<file path="config.mk">
export PLATFORM = sky130hd
export DESIGN_NAME = fp8_e4m3_accumulator
export DESIGN_NICKNAME = d
export VERILOG_FILES = /design/src/rtl/fp8_e4m3_accumulator.sv
export SDC_FILE = /design/constraint.sdc
export NUM_CORES = 1
export LEC_CHECK = 0
export CAP_MARGIN = 10
export CORE_ASPECT_RATIO = 1.25
export CORE_MARGIN = 4
export CORE_UTILIZATION = 35
export DETAILED_ROUTE_END_ITERATION = 10
export PLACE_DENSITY_LB_ADDON = 0.12
export REMOVE_ABC_BUFFERS = 1
export SLEW_MARGIN = 30
export SYNTH_ARGS = -nofsm -noshare
export SYNTH_HDL_FRONTEND = slang
export SYNTH_SLANG_ARGS = --single-unit
</file>
<file path="constraint.sdc">
create_clock -name clk -period 6 [get_ports clk]
set_input_delay 1.5 -clock clk [delete_from_list [all_inputs] [get_ports clk]]
set_output_delay 1.5 -clock clk [all_outputs]
set_load 0.1 [all_outputs]
</file>
<file path="src/rtl/fp8_e4m3_accumulator.sv">
// Exact fixed-point reduction of an E4M3 burst with a single round-to-nearest-even
// conversion back to E4M3 once the last operand has been absorbed.
module fp8_e4m3_accumulator #(
    parameter int ACC_W = 28
) (
    input  logic       clk,
    input  logic       rst_n,
    input  logic       in_valid,
    output logic       in_ready,
    input  logic [7:0] in_data,
    input  logic       in_last,
    output logic       out_valid,
    input  logic       out_ready,
    output logic [7:0] out_data,
    output logic       out_sat
);

    typedef enum logic [1:0] {
        ST_ACC,
        ST_CONV,
        ST_OUT
    } state_t;

    localparam int NW = ACC_W - 1;
    localparam logic signed [ACC_W-1:0] ACC_MAX = {1'b0, {(ACC_W-1){1'b1}}};

    state_t state, state_nxt;

    logic signed [ACC_W-1:0] acc;
    logic                    nan_seen;
    logic                    all_negzero;

    logic                    in_hs;
    logic                    out_hs;

    // operand decode
    logic [3:0]              in_exp;
    logic [2:0]              in_mant;
    logic                    in_nan;
    logic [17:0]             in_mag;
    logic signed [ACC_W:0]   in_val;
    logic signed [ACC_W:0]   acc_sum;
    logic signed [ACC_W-1:0] acc_clamped;

    // conversion
    logic                    acc_neg;
    logic [ACC_W-1:0]        acc_abs;
    logic [7:0]              lead;
    logic [7:0]              norm_sh;
    logic [NW-1:0]           norm;
    logic [2:0]              mant_trunc;
    logic                    guard;
    logic                    sticky;
    logic                    round_up;
    logic [3:0]              mant_rnd;
    logic [2:0]              mant_fin;
    logic [7:0]              exp_rnd;
    logic                    conv_sat;
    logic [7:0]              conv_data;

    assign in_hs  = in_valid && in_ready;
    assign out_hs = out_valid && out_ready;

    always_comb begin
        in_exp  = in_data[6:3];
        in_mant = in_data[2:0];
        in_nan  = (in_data[6:0] == 7'h7F);
        if (in_exp == 4'd0) begin
            in_mag = {15'd0, in_mant};
        end else begin
            in_mag = {14'd0, 1'b1, in_mant} << (in_exp - 4'd1);
        end
        if (in_data[7]) begin
            in_val = -$signed({{(ACC_W-17){1'b0}}, in_mag});
        end else begin
            in_val = $signed({{(ACC_W-17){1'b0}}, in_mag});
        end
    end

    // One guard bit of headroom detects signed overflow, which then clamps.
    always_comb begin
        acc_sum = {acc[ACC_W-1], acc} + in_val;
        if (acc_sum[ACC_W] != acc_sum[ACC_W-1]) begin
            acc_clamped = acc_sum[ACC_W] ? -ACC_MAX : ACC_MAX;
        end else begin
            acc_clamped = acc_sum[ACC_W-1:0];
        end
    end

    always_comb begin
        acc_neg = acc[ACC_W-1];
        acc_abs = acc_neg ? -acc : acc;
        lead    = '0;
        for (int unsigned i = 0; i < ACC_W; i++) begin
            if (acc_abs[i]) begin
                lead = 8'(i);
            end
        end
        // Left-justify so the leading one falls off the top; mantissa, guard and
        // sticky then sit at fixed positions independent of the exponent.
        norm_sh    = 8'(ACC_W - 1) - lead;
        norm       = NW'(acc_abs << norm_sh);
        mant_trunc = norm[NW-1 -: 3];
        guard      = norm[NW-4];
        sticky     = |norm[NW-5:0];
        round_up   = guard && (sticky || mant_trunc[0]);
        mant_rnd   = {1'b0, mant_trunc} + {3'd0, round_up};
        exp_rnd    = lead - 8'd2 + {7'd0, mant_rnd[3]};
        mant_fin   = mant_rnd[3] ? 3'd0 : mant_rnd[2:0];

        conv_sat  = 1'b0;
        conv_data = '0;
        if (nan_seen) begin
            conv_data = 8'h7F;
        end else if (acc_abs == '0) begin
            conv_data = all_negzero ? 8'h80 : 8'h00;
        end else if (acc_abs < ACC_W'(8)) begin
            conv_data = {acc_neg, 4'd0, acc_abs[2:0]};
        end else if ((exp_rnd > 8'd15) || ((exp_rnd == 8'd15) && (mant_fin == 3'd7))) begin
            conv_data = {acc_neg, 7'h7E};
            conv_sat  = 1'b1;
        end else begin
            conv_data = {acc_neg, exp_rnd[3:0], mant_fin};
        end
    end

    always_comb begin
        state_nxt = state;
        case (state)
            ST_ACC:  if (in_hs && in_last) state_nxt = ST_CONV;
            ST_CONV: state_nxt = ST_OUT;
            ST_OUT:  if (out_hs) state_nxt = ST_ACC;
            default: state_nxt = ST_ACC;
        endcase
    end

    always_ff @(posedge clk or negedge rst_n) begin
        if (!rst_n) begin
            state <= ST_ACC;
        end else begin
            state <= state_nxt;
        end
    end

    // out_valid is a flop fed by the OUT state, so it rises one edge after OUT
    // is entered; out_data/out_sat are already stable by then.
    always_ff @(posedge clk or negedge rst_n) begin
        if (!rst_n) begin
            acc         <= '0;
            nan_seen    <= 1'b0;
            all_negzero <= 1'b1;
            in_ready    <= 1'b0;
            out_valid   <= 1'b0;
            out_data    <= '0;
            out_sat     <= 1'b0;
        end else begin
            in_ready <= (state_nxt == ST_ACC);
            if (in_hs) begin
                acc         <= acc_clamped;
                nan_seen    <= nan_seen || in_nan;
                all_negzero <= all_negzero && (in_data == 8'h80);
            end
            if (state == ST_CONV) begin
                out_data <= conv_data;
                out_sat  <= conv_sat;
            end
            if (state == ST_OUT) begin
                if (out_hs) begin
                    out_valid   <= 1'b0;
                    acc         <= '0;
                    nan_seen    <= 1'b0;
                    all_negzero <= 1'b1;
                end else begin
                    out_valid <= 1'b1;
                end
            end
        end
    end

endmodule

</file>
==> out/metrics.csv <==
metric;value;unit
First-pass DRT Iterations;5;
# rows;59;
worst hold start;state[1]$_DFF_PN0_;
Main synth FF type;dfrtp_1;
CTS sink cnt;43;
number of flops mapped to enable cells by yosys;0;
final wirelength;29100;µm
placed wire-length estimate;22400;µm
final setup fails;28;
synthesized cell area;7410;µm²
via count;9510;
Hold/Removal Path Class;reg2reg;
Critical Path Max Stage Delay;0.43;ns
min cycle time layout;6.48;ns
Final ANT Viol Nets;0;
Inserted Diodes;0;
grt ovf;0;
Synthesis Warnings;0;
synth unique cells;93;
final period utilization;108;%
status;finished with violations;
H-tree depth;2;
crit end category;flip-flop;
Worst Hold Path EP;state[0]$_DFF_PN0_;
Worst EP required;6.23;ns
kind of critical path;in2reg;
failing checks;negative setup slack;
clock-pin slew on the worst setup and hold paths;0.07;ns
setup slack, reg-to-reg;0.04;ns
post-route cell area;12200;µm²
routability cong.;0.906;
die area;23600;µm²
worst-path fanout max;7;
Vias/cell;5.63;
CTS Root Cell;clkbuf_16;
WP data arrival;6.71;ns
number of nets in the layout;1467;
gr usage total;23.1;%
Die Wd;138;µm
TritonCTS Buffers;5;
Worst Setup Start Kind;input pin;
hold buffers post-CTS;0;
Max Cap Violations;0;
RSZ-0062 raised after global routing;yes;
input/output buffers;23;
Ports;24;
largest net degree at the start of global routing;44;
Starting Density;35.6;%
commonest non-fill, non-tap cell in the layout;buf_4;
Worst-Skew Late Latency;0.30;ns
Fin. Hold Viols;0;
setup ws final;-0.481;ns
pre-CTS setup slack;-1.48;ns
Area contributors post-synth;dfrtp_1 14%, ha_1 6.6%, a21oi_1 6.5%;
antenna violations before repair;0;
ys async rst share;100;%
Synth Register Bits;43;
skew final;0.00793;ns
placed cell area;10400;µm²
Die Y;171;µm
number of global-route vias before repair;9199;
clock buffer depth;2;
reg-to-reg startpoint;acc[19]$_DFF_PN0_;
relative slew slack;34.7;%
WL/cell;17.2;µm
Yosys top cell by area;dfrtp_1;
layout cells sized above 1;44.8;%
DRT iter0 DRCs;408;
Max Freq;0.154;GHz
slowest library cell on the worst path;o41ai_2;
setup TNS;-12.01;ns
Post-Syn Area per Cell;7.17;µm²
DRC viols;0;
TritonCTS clock tree;yes;
Post-Syn Instances;1034;
Slew @ Worst Pin;0.977;ns
reg2reg end;out_data[4]$_DFFE_PN0N_;
top-area cell type share of the netlist area;14.2;%
Reg2Reg Depth;26;
WHS Path Cells;1;
Area Overhead vs Synth;64.3;%
cell mode on critical path;buf_4;
first-pass GRT wire length;45600;µm
Seq/Total Area, Yosys;14.5;%
most frequent cells in the layout;392 x buf_4, 94 x nor2_1, 68 x nand2_1, 67 x a21oi_1, 60 x o21ai_0;
Core ar.;20800;µm²
pins over their slew limit;0;
-- metrics by stage --
step                utilization [%]  hold slack (ns)  cells
finish                         58.5            0.488   1689
detailed placement             49.7            0.482   1615
global placement               49.7            0.473   1615
floorplan                         -            0.452    962
CTS                            54.3            0.492   1652
global route                   58.5            0.529   1689
-- worst max path at each step --
stage	start	endpoint	slack, ns	depth (start not counted)
floorplan	in_data[3]	acc[17]$_DFF_PN0_	-1.46	25
global placement	in_data[4]	acc[16]$_DFF_PN0_	-1.36	29
detailed placement	in_data[4]	acc[16]$_DFF_PN0_	-1.48	29
CTS	in_data[3]	acc[18]$_DFF_PN0_	-0.54	31
global route	in_data[3]	acc[0]$_DFF_PN0_	-0.71	31
finish	in_data[3]	acc[8]$_DFF_PN0_	-0.48	30
-- flip-flops by register name, indices dropped and copies added (netlist names) --
name         flops
state            2
acc             28
nan_seen         1
out_valid        1
in_ready         1
out_data         8
all_negzero      1
out_sat          1
-- kinds of logic (layout without fill, tap and decap cells) --
group                    after synthesis  after routing  share of synthesized area, %
AO/OA/AOI/OAI                        368            368                          33.6
AND/OR/NAND/NOR                      382            382                          26.6
XOR/XNOR                              70             70                          8.27
flip-flops                            43             43                          14.5
multiplexers                          25             25                          3.81
buffers and inverters                104            485                          6.06
adder cells (fa/ha/maj)               42             42                          7.12
-- timing repair --
item / 4_1_cts / 5_1_grt
pin swaps: 69 / 81
cloned: 1 / 2
endpoints found under the setup margin: 36 / 36
buffers inserted: 31 / 37
resized for setup: 143 / 115
endpoints found under the hold margin: 0 / 0
-- Yosys cell counts, drive strengths merged (23+ instances only) --
cell / n
buf: 23
dfrtp: 42
a211oi: 24
xor2: 25
o21ai: 75
a21oi: 98
nor3: 31
nand2: 76
inv: 31
xnor2: 45
nor2: 100
nand3: 34
ha: 39
clkbuf: 49
-- critical path: cells and delay by family --
family	cells	cell delay, ns
mux	2	0.57
xor+xnor	1	0.17
compound gates	8	1.50
fa+ha+maj	2	0.47
simple gates	9	1.42
buf+inv	8	1.08
-- layer usage --
layer | share of wire, % | track usage (%) | up-vias
li1 | - | - | 4708
met1 | 41 | 26.5 | 4545
met2 | 53 | 44.7 | 182
met3 | 2.1 | 1.65 | 75
met4 | 3.7 | 8.94 | 0
met5 | 0 | 0 | -
-- area by class of cell --
| class | instances | area [µm²] |
|---|---|---|
| Multi-Input combinational cell | 887 | 6920 |
| Fill cell | 1936 | 8640 |
| Sequential cell | 43 | 1080 |
| Timing Repair Buffer | 445 | 3560 |
| Tap cell | 274 | 343 |
| Clock buffer | 5 | 125 |
| Clock inverter | 3 | 26.3 |
| Inverter | 32 | 131 |
Power is not shown: default switching activity piles up to over one toggle a cycle in this logic, so the estimate is an artifact.
